## src/rtl/sample_fanout_ctrl.sv

```systemverilog
// Holds one upstream sample and broadcasts it to every enabled consumer, with a stall timeout.
// Optional statistics counters: define SAMPLE_FANOUT_STATS_EN.
module sample_fanout_ctrl #(
   parameter int NUM_CONS      = 2,
   parameter int DATA_W        = 24,
   parameter int STALL_TIMEOUT = 1024,
   parameter int CNT_W         = 16
) (
   input  logic                clk_i,
   input  logic                rst_ni,
   input  logic [DATA_W-1:0]   s_data_i,
   input  logic                s_valid_i,
   output logic                s_ready_o,
   input  logic [NUM_CONS-1:0] enable_i,
   output logic [DATA_W-1:0]   m_data_o,
   output logic [NUM_CONS-1:0] m_valid_o,
   input  logic [NUM_CONS-1:0] m_ready_i,
   output logic                drop_pulse_o
`ifdef SAMPLE_FANOUT_STATS_EN
   ,
   output logic [CNT_W-1:0]    accept_count_o,
   output logic [CNT_W-1:0]    drop_count_o
`endif
);

   localparam int TW = (STALL_TIMEOUT > 0) ? $clog2(STALL_TIMEOUT + 1) : 1;
   localparam logic [TW-1:0] T_LAST = TW'((STALL_TIMEOUT > 0) ? STALL_TIMEOUT - 1 : 0);

   generate
      if (NUM_CONS < 1 || NUM_CONS > 8 || CNT_W < 1) begin : g_bad_param
         $error("sample_fanout_ctrl: NUM_CONS must be 1..8 and CNT_W >= 1");
      end
   endgenerate

   typedef enum logic {EMPTY, HOLD} state_t;

   state_t              state_q;
   logic [NUM_CONS-1:0] pending_q;
   logic [NUM_CONS-1:0] pend_nxt;
   logic [TW-1:0]       timer_q;
   logic [DATA_W-1:0]   hold_q;
   logic                timeout_hit;
   logic                up_hs;
   logic                drop_evt;

   // A consumer leaves the pending set by handshaking or by being disabled.
   assign pend_nxt    = pending_q & enable_i & ~m_ready_i;
   assign timeout_hit = (STALL_TIMEOUT > 0) && (timer_q == T_LAST);
   assign drop_evt    = (state_q == HOLD) && (pend_nxt != '0) && timeout_hit;

   // Gated by rst_ni so upstream sees not-ready for the whole reset interval.
   assign s_ready_o = rst_ni && (state_q == EMPTY);
   assign up_hs     = s_valid_i && s_ready_o;
   assign m_data_o  = hold_q;
   assign m_valid_o = (state_q == HOLD) ? (pending_q & enable_i) : '0;

   always_ff @(posedge clk_i or negedge rst_ni) begin
      if (!rst_ni) begin
         state_q      <= EMPTY;
         pending_q    <= '0;
         timer_q      <= '0;
         hold_q       <= '0;
         drop_pulse_o <= 1'b0;
      end else begin
         drop_pulse_o <= 1'b0;
         case (state_q)
            EMPTY: begin
               if (s_valid_i) begin
                  hold_q    <= s_data_i;
                  pending_q <= enable_i;
                  timer_q   <= '0;
                  if (enable_i != '0) state_q <= HOLD;
               end
            end
            HOLD: begin
               if (pend_nxt == '0) begin
                  pending_q <= '0;
                  state_q   <= EMPTY;
               end else if (timeout_hit) begin
                  pending_q    <= '0;
                  state_q      <= EMPTY;
                  drop_pulse_o <= 1'b1;
               end else begin
                  pending_q <= pend_nxt;
                  if (STALL_TIMEOUT > 0) timer_q <= timer_q + TW'(1);
               end
            end
            default: state_q <= EMPTY;
         endcase
      end
   end

`ifdef SAMPLE_FANOUT_STATS_EN
   always_ff @(posedge clk_i or negedge rst_ni) begin
      if (!rst_ni) begin
         accept_count_o <= '0;
         drop_count_o   <= '0;
      end else begin
         if (up_hs && accept_count_o != '1) accept_count_o <= accept_count_o + CNT_W'(1);
         if (drop_evt && drop_count_o != '1) drop_count_o <= drop_count_o + CNT_W'(1);
      end
   end
`else
   logic unused_stats;
   assign unused_stats = up_hs ^ drop_evt;
`endif

endmodule

```

## config.mk

```make
export PLATFORM = sky130hd
export DESIGN_NAME = sample_fanout_ctrl
export DESIGN_NICKNAME = d
export VERILOG_FILES = /design/src/rtl/sample_fanout_ctrl.sv
export SDC_FILE = /design/constraint.sdc
export NUM_CORES = 1
export LEC_CHECK = 0
export CAP_MARGIN = 20
export CORE_ASPECT_RATIO = 0.8
export CORE_UTILIZATION = 49
export DETAILED_ROUTE_END_ITERATION = 16
export HOLD_SLACK_MARGIN = 0.03
export PLACE_DENSITY = 0.87
export SLEW_MARGIN = 5
export SYNTH_ARGS = -nofsm -noshare
export SYNTH_HDL_FRONTEND = slang
export SYNTH_SLANG_ARGS = --single-unit
```

## constraint.sdc

```tcl
create_clock -name clk_i -period 2.8 [get_ports clk_i]
set_input_delay 0.56 -clock clk_i [delete_from_list [all_inputs] [get_ports clk_i]]
set_output_delay 0.56 -clock clk_i [all_outputs]
set_load 0.01 [all_outputs]
```

### Word-level counts from Yosys, hierarchy flattened

Index checks and enable logic that the tools add are counted.

| storage, ports and cells | value |
|---|---|
| register bits | 39 |
| bits of input ports | 31 |
| output and inout port bits | 28 |

| cells by class | value |
|---|---|
| add/sub/neg operators | 1 |
| eq/ne operators | 4 |
| mux-type cells | 17 |
| bitwise operators | 4 |
| reductions and logical operators | 5 |

Operators with widths:

| operator | number |
|---|---|
| 11-bit 2-to-1 mux | 3 |
| 11-bit case mux with 2 select lines | 1 |
| 11-bit by 1-bit adder with 11-bit output (second input constant) | 1 |
| 11-bit by 10-bit equality test with 1-bit output (second input constant) | 1 |
| 2-bit 2-to-1 mux | 4 |
| 1-bit 2-to-1 mux | 7 |
| 2-bit inequality test (second input constant) | 3 |
| 2-bit AND | 2 |
| 2-bit case mux with 2 select lines | 1 |
| 3-bit AND reduction | 1 |
| 2-bit zero test | 1 |
| 2-bit NOT | 1 |
| 1-bit case mux with 2 select lines | 1 |
| 2-bit AND reduction | 1 |
| 2-bit nonzero test | 1 |
| 1-bit logical AND | 1 |
| 1-bit NOT | 1 |

### Depth between registers and ports, before layout

Gate-level depths: netlist (run 1).

| logic depth | value |
|---|---|
| depth after elaboration | 5 |
| depth in mapped cells | 6 |

### Worst setup path before layout (run 1)

Ideal clock, no wire load.

| timing | value |
|---|---|
| path type | flip-flop to flip-flop |
| start | register timer_q[0] |
| end | register timer_q[8] |
| library setup time | 0.124 ns |
| data arrival time | 1.700 ns |
| data required time | 2.676 ns |
| setup slack | 0.976 ns |
| stages on the path, launching flop included | 7 |
| path buffers | 1 |
| clock period less this slack | 1.824 ns |
| cells stage by stage | dfrtp_1 -> ha_1 -> and3_4 -> and4_4 -> buf_6 -> o311a_1 -> a211o_1 |

| between the ends | value |
|---|---|
| cells in the longest elaborated chain, start to end | 4 |
| elaborated cells between the ends (all ways) | 7 |

RTL lines:

| what | line | RTL |
|---|---|---|
| start, declared | 40 | `logic [TW-1:0] timer_q;` |
| start signal, assigned | 85 | `if (STALL_TIMEOUT > 0) timer_q <= timer_q + TW'(1);` |
| 11-bit by 1-bit adder with 11-bit output | 85 |  |
| 11-bit 2-to-1 mux | 79 | `end else if (timeout_hit) begin` |
| 11-bit 2-to-1 mux | 76 | `if (pend_nxt == '0) begin` |
| 11-bit case mux with 2 select lines | 66 | `case (state_q)` |

Several ways; a longest one is shown, not always the timed one. The select of a mux whose other input is x is not followed.
A chain may end at the register's enable or synchronous reset.

### Worst setup path in the final report (run 1)

| timing | value |
|---|---|
| start | input enable_i[0] |
| end | output m_valid_o[0] |

| between the ends | value |
|---|---|
| cells in the longest elaborated chain, start to end | 2 |

RTL lines:

| what | line | RTL |
|---|---|---|
| start, declared | 14 | `input logic [NUM_CONS-1:0] enable_i,` |
| 2-bit AND | 55 | `assign m_valid_o = (state_q == HOLD) ? (pending_q & enable_i) : '0;` |
| 2-bit 2-to-1 mux | 55 |  |
| end, declared | 16 | `output logic [NUM_CONS-1:0] m_valid_o,` |

No other way between the ends.

==> flow_metrics.env, run 1 <==
export IMPL_cts_hold_buf=0
export IMPL_tightestPinTransition_ps=532
export IMPL_worstHoldPathType="in -> async"
export IMPL_setup_tns_ps=0
export IMPL_die_h_um=55.8
export IMPL_leakage_nw=1.05
export IMPL_cp_max_fo=5
export IMPL_numPortBuffers=58
export IMPL_cp_depth=3
export IMPL_synth_fp_nets=172
export IMPL_final_common_cell="clkdlybuf4s50_1"
export IMPL_pin_count=59
export IMPL_dp_slack_ps=416
export IMPL_switching_share_pct=25.0
export IMPL_ys_seq_area_share_pct=55.0
export IMPL_switchingPower_mw=0.359
export IMPL_wl_per_cell_um=16.4
export IMPL_layout_common_cells="clkdlybuf4s50_1 (57), dfrtp_1 (39), mux2_2 (25)"
export IMPL_dp_hpwl_mm=2.95
export IMPL_p_int_mw=1.08
export IMPL_initial_core_util_pct=51.4
export IMPL_power_density_mw_per_mm2=578
export IMPL_grt_pass1_wl_mm=6.66
export IMPL_path_cells="clkdlybuf4s50_1 -> and3_1 -> clkdlybuf4s50_1"
export IMPL_cts_sinks=39
export IMPL_core_mm2=0.00345
export IMPL_async_reset_ff_share_pct=100
export IMPL_fmax_mhz=417
export IMPL_finish_utilization_pct=72.2
export IMPL_dieArea_mm2=0.00386
export IMPL_max_clock_path_buffers=2
export IMPL_path_buf_inv=2
export IMPL_ir_drop_v=0.000537
export IMPL_syn_inst=140
export IMPL_max_cap_violations=0
export IMPL_drt_initial_drc_count=125
export IMPL_drc=0
export IMPL_totalWireLength_mm=4.04
export IMPL_reg2reg_depth=5
export IMPL_fin_ws_ps=404
export IMPL_slew_headroom_pct=64.5
export IMPL_synth_seq_cells=39
export IMPL_dr_pass1_iters=5
export IMPL_synth_area_leaders="dfrtp_1 (55%), mux2_2 (16%), a31oi_1 (2.1%)"
export IMPL_ctsResizeCount=0
export IMPL_critPathKind="in -> out"
export IMPL_slowest_stage="clkdlybuf4s50_1"
export IMPL_finalCriticalPeriod_ps=2400
export IMPL_clk_pin_slew_worst_paths_ps=70
export IMPL_clkPwrFrac_pct=28.5
export IMPL_die_w_um=69.3
export IMPL_gr_usage_all_layers_pct=22.1
export IMPL_cp_start_kind="input port"
export IMPL_combPwrFrac_pct=24.1
export IMPL_synth_edff_count=0
export IMPL_diodes=0
export IMPL_cts_buffers=5
export IMPL_grt_pass1_vias=1407
export IMPL_synthDistinctLibCells=43
export IMPL_drive_gt1_share_pct=21.1
export IMPL_routabilityCongestion=0.868
export IMPL_end_kind="output pin"
export IMPL_nets=235
export IMPL_vias=1422
export IMPL_clock_skew_ps=4.52
export IMPL_htreeDepth=2
export IMPL_grt_overflow=0
export IMPL_cts_tree="built"
export IMPL_post_cts_buffers=0
export IMPL_cp_required_ps=2240
export IMPL_core_rowCount=19
export IMPL_rsz0062_at_grt="no"
export IMPL_avgSynthCellArea_um2=12.7
export IMPL_synth_area_leader_cell="dfrtp_1"
export IMPL_crit_path_frequent_cell="clkdlybuf4s50_1"
export IMPL_clock_latency_ps=290
export IMPL_antenna_found_initial=0
export IMPL_final_period_utilization_pct=85.6
export IMPL_grt_max_degree=40
export IMPL_slowest_delay_ps=550
export IMPL_viasPerCell=5.78
export IMPL_ant_nets=0
export IMPL_synth_top_cell_area_share_pct=55.0
export IMPL_cp_arrival_ps=1840
export IMPL_root_buffer="clkbuf_8"
export IMPL_ys_flop_type="dfrtp_1"
export IMPL_hold_violations=0
export IMPL_syn_area_mm2=0.00177
export IMPL_cp_top_family="buffers and inverters"
export IMPL_seqPwrFrac_pct=47.4
export IMPL_slew_violations=0
export IMPL_area_growth_pct=40.3
export IMPL_status="finished clean"
export IMPL_finalSetupViolCount=0
export IMPL_yosys_warnings=0
[path summary, 6_finish.rpt]
kind                                               from  slack [ps]                  endpoint
worst max-delay path                        enable_i[0]         400              m_valid_o[0]
max in group asynchronous                        rst_ni        2140   m_data_o[1]$_DFFE_PN0P_
min in group clk_i              m_data_o[4]$_DFFE_PN0P_         510   m_data_o[4]$_DFFE_PN0P_
worst min register to register  m_data_o[4]$_DFFE_PN0P_         510   m_data_o[4]$_DFFE_PN0P_
worst min-delay path                             rst_ni         320  pending_q[1]$_DFFE_PN0P_
worst max register to register   timer_q[0]$_DFFE_PN0P_         800    timer_q[1]$_DFFE_PN0P_
[logic make-up after synthesis]
kind of cell / synth area share (%)
AO/OA/AOI/OAI: 13.0
adder cells (fa/ha/maj): 0.706
buffers and inverters: 3.95
flip-flops: 55.0
multiplexers: 16.4
AND/OR/NAND/NOR: 10.9
[power by group through the flow]
stage                     combinational (mW)  clock, mW  sequential, mW
final                                  0.346      0.410           0.681
after global placement                 0.339          0           0.687
after floorplan                        0.115          0           0.710
after detailed placement               0.348          0           0.692
after global routing                   0.367      0.446           0.690
after CTS                              0.350      0.422           0.681
[flip-flops by register name (all words and copies together) (netlist names)]
register / cells
m_data_o: 24
timer_q: 11
drop_pulse_o: 1
pending_q: 2
state_q: 1
[worst reg2reg max path, cell delays in order (launching register included)]
cell and delay [ps]:
dfrtp_1 390, ha_1 240, and3_4 240, nand4_1 350, nand2_1 320, mux2_2 360
[layer usage]
metal / track usage (%) / part of all wire (%) / up-vias
li1: - / - / 656
met5: 0 / 0 / -
met2: 35.4 / 52 / 55
met4: 8.45 / 0.57 / 0
met1: 29.8 / 42 / 709
met3: 4.53 / 5.7 / 2
[through the flow]
stage	area, µm²	hold WS [ps]	power (mW)	instances
final	2490	317	1.44	246
after global routing	2490	366	1.50	246
after CTS	2490	336	1.45	246
after detailed placement	2390	495	1.04	238
after global placement	2390	489	1.03	238
after floorplan	1770	264	0.824	140
[layout make-up]
| class | instances | area [µm²] |
|---|---|---|
| tap | 42 | 52.6 |
| sequential | 39 | 976 |
| timing repair buffer | 62 | 606 |
| fill | 225 | 960 |
| multi-input combinational | 88 | 727 |
| inverter | 7 | 26.3 |
| clock buffer | 8 | 100 |
[synthesized netlist by cell type, types with 2 or more instances]
| cell | n |
|---|---|
| inv_1 | 7 |
| and3_1 | 2 |
| o21ai_0 | 3 |
| nor4_1 | 2 |
| a31oi_1 | 6 |
| nand3_1 | 3 |
| buf_2 | 2 |
| and4_4 | 2 |
| a211o_1 | 3 |
| buf_6 | 2 |
| o31ai_1 | 4 |
| a22o_1 | 2 |
| mux2_2 | 25 |
| nor2b_1 | 2 |
| or4_1 | 2 |
| o32ai_1 | 2 |
| nand2_1 | 7 |
| dfrtp_1 | 39 |
No activity file was read; power rests on OpenSTA's default activity.
==> run 2, diff against run 1 <==
--- a/config.mk
+++ b/config.mk
@@ -9,6 +9,7 @@
 export CORE_ASPECT_RATIO = 0.8
 export CORE_UTILIZATION = 49
 export DETAILED_ROUTE_END_ITERATION = 16
+export GPL_ROUTABILITY_DRIVEN = 0
 export HOLD_SLACK_MARGIN = 0.03
 export PLACE_DENSITY = 0.87
 export SLEW_MARGIN = 5
==> constraint.sdc (replaced) <==
create_clock -name clk_i -period 2.8 [get_ports clk_i]
set_input_delay 0.56 -clock clk_i [delete_from_list [all_inputs] [get_ports clk_i]]
set_output_delay 0.56 -clock clk_i [all_outputs]
set_load 0.02 [all_outputs]
==> flow_metrics.env, run 2 (same netlist as run 1, synthesis figures left out) <==
export IMPL_status="finished clean"
export IMPL_totalWireLength_mm=4.03
export IMPL_antenna_found_initial=0
export IMPL_dr_pass1_iters=4
export IMPL_dp_hpwl_mm=2.93
export IMPL_multi_input_area_um2=727
export IMPL_cp_arrival_ps=1900
export IMPL_power_density_mw_per_mm2=589
export IMPL_root_buffer="clkbuf_8"
export IMPL_initial_core_util_pct=51.4
export IMPL_hold_violations=0
export IMPL_area_growth_pct=39.6
export IMPL_worstHoldPathType="in -> async"
export IMPL_pin_count=59
export IMPL_wl_per_cell_um=16.5
export IMPL_htreeDepth=2
export IMPL_leakage_nw=1.05
export IMPL_cp_required_ps=2240
export IMPL_final_period_utilization_pct=87.9
export IMPL_drc=0
export IMPL_clk_pin_slew_worst_paths_ps=70
export IMPL_end_kind="output pin"
export IMPL_die_h_um=55.8
export IMPL_cp_max_fo=4
export IMPL_finalCriticalPeriod_ps=2460
export IMPL_cts_tree="built"
export IMPL_cp_start_kind="input port"
export IMPL_max_clock_path_buffers=2
export IMPL_setup_tns_ps=0
export IMPL_slew_violations=0
export IMPL_fin_cells=245
export IMPL_grt_overflow=0
export IMPL_regArea_um2=976
export IMPL_cts_hold_buf=0
export IMPL_drive_gt1_share_pct=21.2
export IMPL_largest_reg_flops=24
export IMPL_numPortBuffers=58
export IMPL_cts_sinks=39
export IMPL_grt_pass1_wl_mm=6.69
export IMPL_max_cap_violations=0
export IMPL_die_w_um=69.3
export IMPL_finalSetupViolCount=0
export IMPL_viasPerCell=5.82
export IMPL_clock_latency_ps=290
export IMPL_core_rowCount=19
export IMPL_grt_max_degree=40
export IMPL_diodes=0
export IMPL_post_cts_buffers=0
export IMPL_dieArea_mm2=0.00386
export IMPL_clock_skew_ps=7.73
export IMPL_placed_cells=238
export IMPL_rsz0062_at_grt="no"
export IMPL_layout_common_cells="clkdlybuf4s50_1 (57), dfrtp_1 (39), mux2_2 (25), nand2_1 (7), inv_1 (7)"
export IMPL_vias=1426
export IMPL_grt_pass1_vias=1335
export IMPL_num_fill_cells=236
export IMPL_drt_initial_drc_count=133
export IMPL_ir_drop_v=0.000464
export IMPL_finish_utilization_pct=71.8
export IMPL_final_common_cell="clkdlybuf4s50_1"
export IMPL_critPathKind="in -> out"
export IMPL_slew_headroom_pct=64.2
export IMPL_fmax_mhz=406
export IMPL_ctsResizeCount=0
export IMPL_nets=235
export IMPL_tightestPinTransition_ps=538
export IMPL_gr_usage_all_layers_pct=22.5
export IMPL_core_mm2=0.00345
export IMPL_ant_nets=0
export IMPL_cts_buffers=5
==> run 2: cell count changes in the layout (fill, tap and decap cells not counted) <==
cell,delta
clkbuf_8,-1
clkbuf_1,-1
clkinv_2,+1
==> run 2: path summary, 6_finish.rpt <==
kind / startpoint / endpoint / slack [ps] / cells after the start
worst max-delay path: enable_i[1] / m_valid_o[1] / 340 / 4
worst min-delay path: rst_ni / timer_q[8]$_DFFE_PN0P_ / 320 / 2
worst max register to register: state_q$_DFF_PN0_ / timer_q[6]$_DFFE_PN0P_ / 800 / 4
worst min register to register: m_data_o[2]$_DFFE_PN0P_ / m_data_o[2]$_DFFE_PN0P_ / 510 / 1
max in group asynchronous: rst_ni / m_data_o[20]$_DFFE_PN0P_ / 2140 / 2
min in group clk_i: m_data_o[2]$_DFFE_PN0P_ / m_data_o[2]$_DFFE_PN0P_ / 510 / 1
==> run 2: metal layers <==
| metal | GRT usage [%] | up-vias | wire length, µm |
|---|---|---|---|
| met5 | 0 | - | 0 |
| met3 | 6.16 | 5 | 208 |
| met1 | 30.9 | 720 | 1740 |
| met4 | 6.12 | 0 | 48 |
| met2 | 35.5 | 48 | 2040 |
| li1 | - | 653 | - |
==> run 2: cell type report <==
class                           instances  area share (%)
Inverter                                7            1.06
Tap cell                               42            2.12
Timing Repair Buffer                   62            24.5
Clock buffer                            6            3.34
Clock inverter                          1           0.202
Sequential cell                        39            39.4
Multi-Input combinational cell         88            29.4
==> run 2: critical path, stage by stage <==
cell and delay, ps:
clkdlybuf4s50_1 550, nand3_2 130, inv_1 80, clkdlybuf4s50_1 590
==> run 2: per-stage QoR <==
| stage | power [mW] | hold slack, ps | setup slack, ps | instance area (µm²) |
|---|---|---|---|---|
| detailed placement | 1.09 | 494 | 351 | 2390 |
| global route | 1.53 | 369 | 274 | 2470 |
| global placement | 1.08 | 489 | 363 | 2390 |
| floorplan | 0.875 | 264 | 976 | 1770 |
| CTS | 1.47 | 335 | 345 | 2470 |
| finish | 1.46 | 321 | 339 | 2470 |
==> run 2: report_power, final <==
part / total [mW] / leakage (nW) / switching, mW / internal, mW
combinational: 0.399 / 0.516 / 0.180 / 0.219
sequential: 0.681 / 0.485 / 0.0470 / 0.634
clock: 0.379 / 0.0470 / 0.186 / 0.193
total: 1.46 / 1.05 / 0.413 / 1.05
==> run 3, diff against run 2 <==
--- a/config.mk
+++ b/config.mk
@@ -11,6 +11,7 @@
 export DETAILED_ROUTE_END_ITERATION = 16
 export GPL_ROUTABILITY_DRIVEN = 0
 export HOLD_SLACK_MARGIN = 0.03
+export MAX_ROUTING_LAYER = met4
 export PLACE_DENSITY = 0.87
 export SLEW_MARGIN = 5
 export SYNTH_ARGS = -nofsm -noshare
==> flow_metrics.env, run 3 (same netlist as run 1, synthesis figures left out) <==
export IMPL_status="finished clean"
export IMPL_dieArea_mm2=0.00386
export IMPL_area_growth_pct=39.6
export IMPL_slowest_delay_ps=590
export IMPL_drive_gt1_share_pct=21.2
export IMPL_crit_path_frequent_cell="clkdlybuf4s50_1"
export IMPL_finish_utilization_pct=71.8
export IMPL_setup_tns_ps=0
export IMPL_cts_hold_buf=0
export IMPL_fin_ws_ps=345
export IMPL_grt_overflow=0
export IMPL_final_period_utilization_pct=87.7
export IMPL_max_cap_violations=0
export IMPL_path_cells="clkdlybuf4s50_1 -> nand3_2 -> inv_1 -> clkdlybuf4s50_1"
export IMPL_drc=0
export IMPL_slew_violations=0
export IMPL_ctsResizeCount=0
export IMPL_dr_pass1_iters=4
export IMPL_worstHoldPathType="in -> async"
export IMPL_clock_skew_ps=7.03
export IMPL_die_w_um=69.3
export IMPL_ant_nets=0
export IMPL_die_h_um=55.8
export IMPL_post_cts_buffers=0
export IMPL_numPortBuffers=58
export IMPL_initial_core_util_pct=51.4
export IMPL_core_rowCount=19
export IMPL_tightestPinTransition_ps=532
export IMPL_grt_pass1_wl_mm=6.68
export IMPL_ir_drop_v=0.000464
export IMPL_rsz0062_at_grt="no"
export IMPL_slowest_stage="clkdlybuf4s50_1"
export IMPL_totalWireLength_mm=4.03
export IMPL_finalCriticalPeriod_ps=2460
export IMPL_core_mm2=0.00345
export IMPL_cts_buffers=5
export IMPL_end_kind="output pin"
export IMPL_p_total_mw=1.46
export IMPL_leakage_nw=1.05
export IMPL_place_area_mm2=0.00239
export IMPL_cp_required_ps=2240
export IMPL_clock_latency_ps=290
export IMPL_power_density_mw_per_mm2=589
export IMPL_drt_initial_drc_count=97
export IMPL_clk_pin_slew_worst_paths_ps=70
export IMPL_cts_sinks=39
export IMPL_viasPerCell=5.89
export IMPL_root_buffer="clkbuf_8"
export IMPL_max_clock_path_buffers=2
export IMPL_dp_hpwl_mm=2.93
export IMPL_largest_reg_flops=24
export IMPL_layout_common_cells="clkdlybuf4s50_1 (57), dfrtp_1 (39), mux2_2 (25), nand2_1 (7), inv_1 (7)"
export IMPL_hold_ws_ps=321
export IMPL_slew_headroom_pct=64.5
export IMPL_fmax_mhz=407
export IMPL_grt_max_degree=40
export IMPL_htreeDepth=2
export IMPL_gr_usage_all_layers_pct=23.2
export IMPL_cp_max_fo=4
export IMPL_final_common_cell="clkdlybuf4s50_1"
export IMPL_finalSetupViolCount=0
export IMPL_fin_cells=245
export IMPL_nets=235
export IMPL_r2r_slack_ps=800
export IMPL_grt_pass1_vias=1336
export IMPL_final_area_mm2=0.00247
export IMPL_hold_violations=0
export IMPL_wl_per_cell_um=16.5
export IMPL_dp_slack_ps=351
export IMPL_diodes=0
export IMPL_placed_cells=238
export IMPL_num_fill_cells=236
export IMPL_critPathKind="in -> out"
export IMPL_antenna_found_initial=0
export IMPL_cp_start_kind="input port"
export IMPL_pin_count=59
export IMPL_cts_tree="built"
export IMPL_cp_arrival_ps=1900
export IMPL_vias=1443
## run 3: cell counts in the layout (fill, tap and decap cells not counted)
No cell type changed its count.
## run 3: metal layers
| layer | wire [µm] | up-vias | GRT usage [%] |
|---|---|---|---|
| li1 | - | 654 | - |
| met1 | 1700 | 723 | 30.8 |
| met2 | 2050 | 61 | 35.5 |
| met3 | 246 | 5 | 6.16 |
| met4 | 33 | 0 | 6.12 |
| met5 | 0 | - | - |
## run 3: area by class of cell
cell class	count	area [µm²]	area share [%]
Clock buffer	6	82.6	3.34
Sequential cell	39	976	39.4
Clock inverter	1	5.00	0.202
Multi-Input combinational cell	88	727	29.4
Inverter	7	26.3	1.06
Timing Repair Buffer	62	606	24.5
Tap cell	42	52.6	2.12
## run 3: final timing paths
| kind | from | endpoint | depth (start not counted) |
|---|---|---|---|
| hold reg to reg | m_data_o[2]$_DFFE_PN0P_ | m_data_o[2]$_DFFE_PN0P_ | 1 |
| hold / removal | rst_ni | timer_q[8]$_DFFE_PN0P_ | 2 |
| min in group clk_i | m_data_o[2]$_DFFE_PN0P_ | m_data_o[2]$_DFFE_PN0P_ | 1 |
| setup reg to reg | state_q$_DFF_PN0_ | timer_q[6]$_DFFE_PN0P_ | 4 |
| setup / recovery | enable_i[1] | m_valid_o[1] | 4 |
| max in group asynchronous | rst_ni | m_data_o[20]$_DFFE_PN0P_ | 2 |
## run 3: where the power goes
part / switching [mW] / internal, mW / total, mW
Sequential: 0.0469 / 0.634 / 0.681
Clock: 0.185 / 0.193 / 0.378
Combinational: 0.180 / 0.219 / 0.398
## run 3: critical path, delay by kind of cell
family	cells	cell delay [ps]
and+or+nand+nor	1	130
buffers and inverters	3	1210
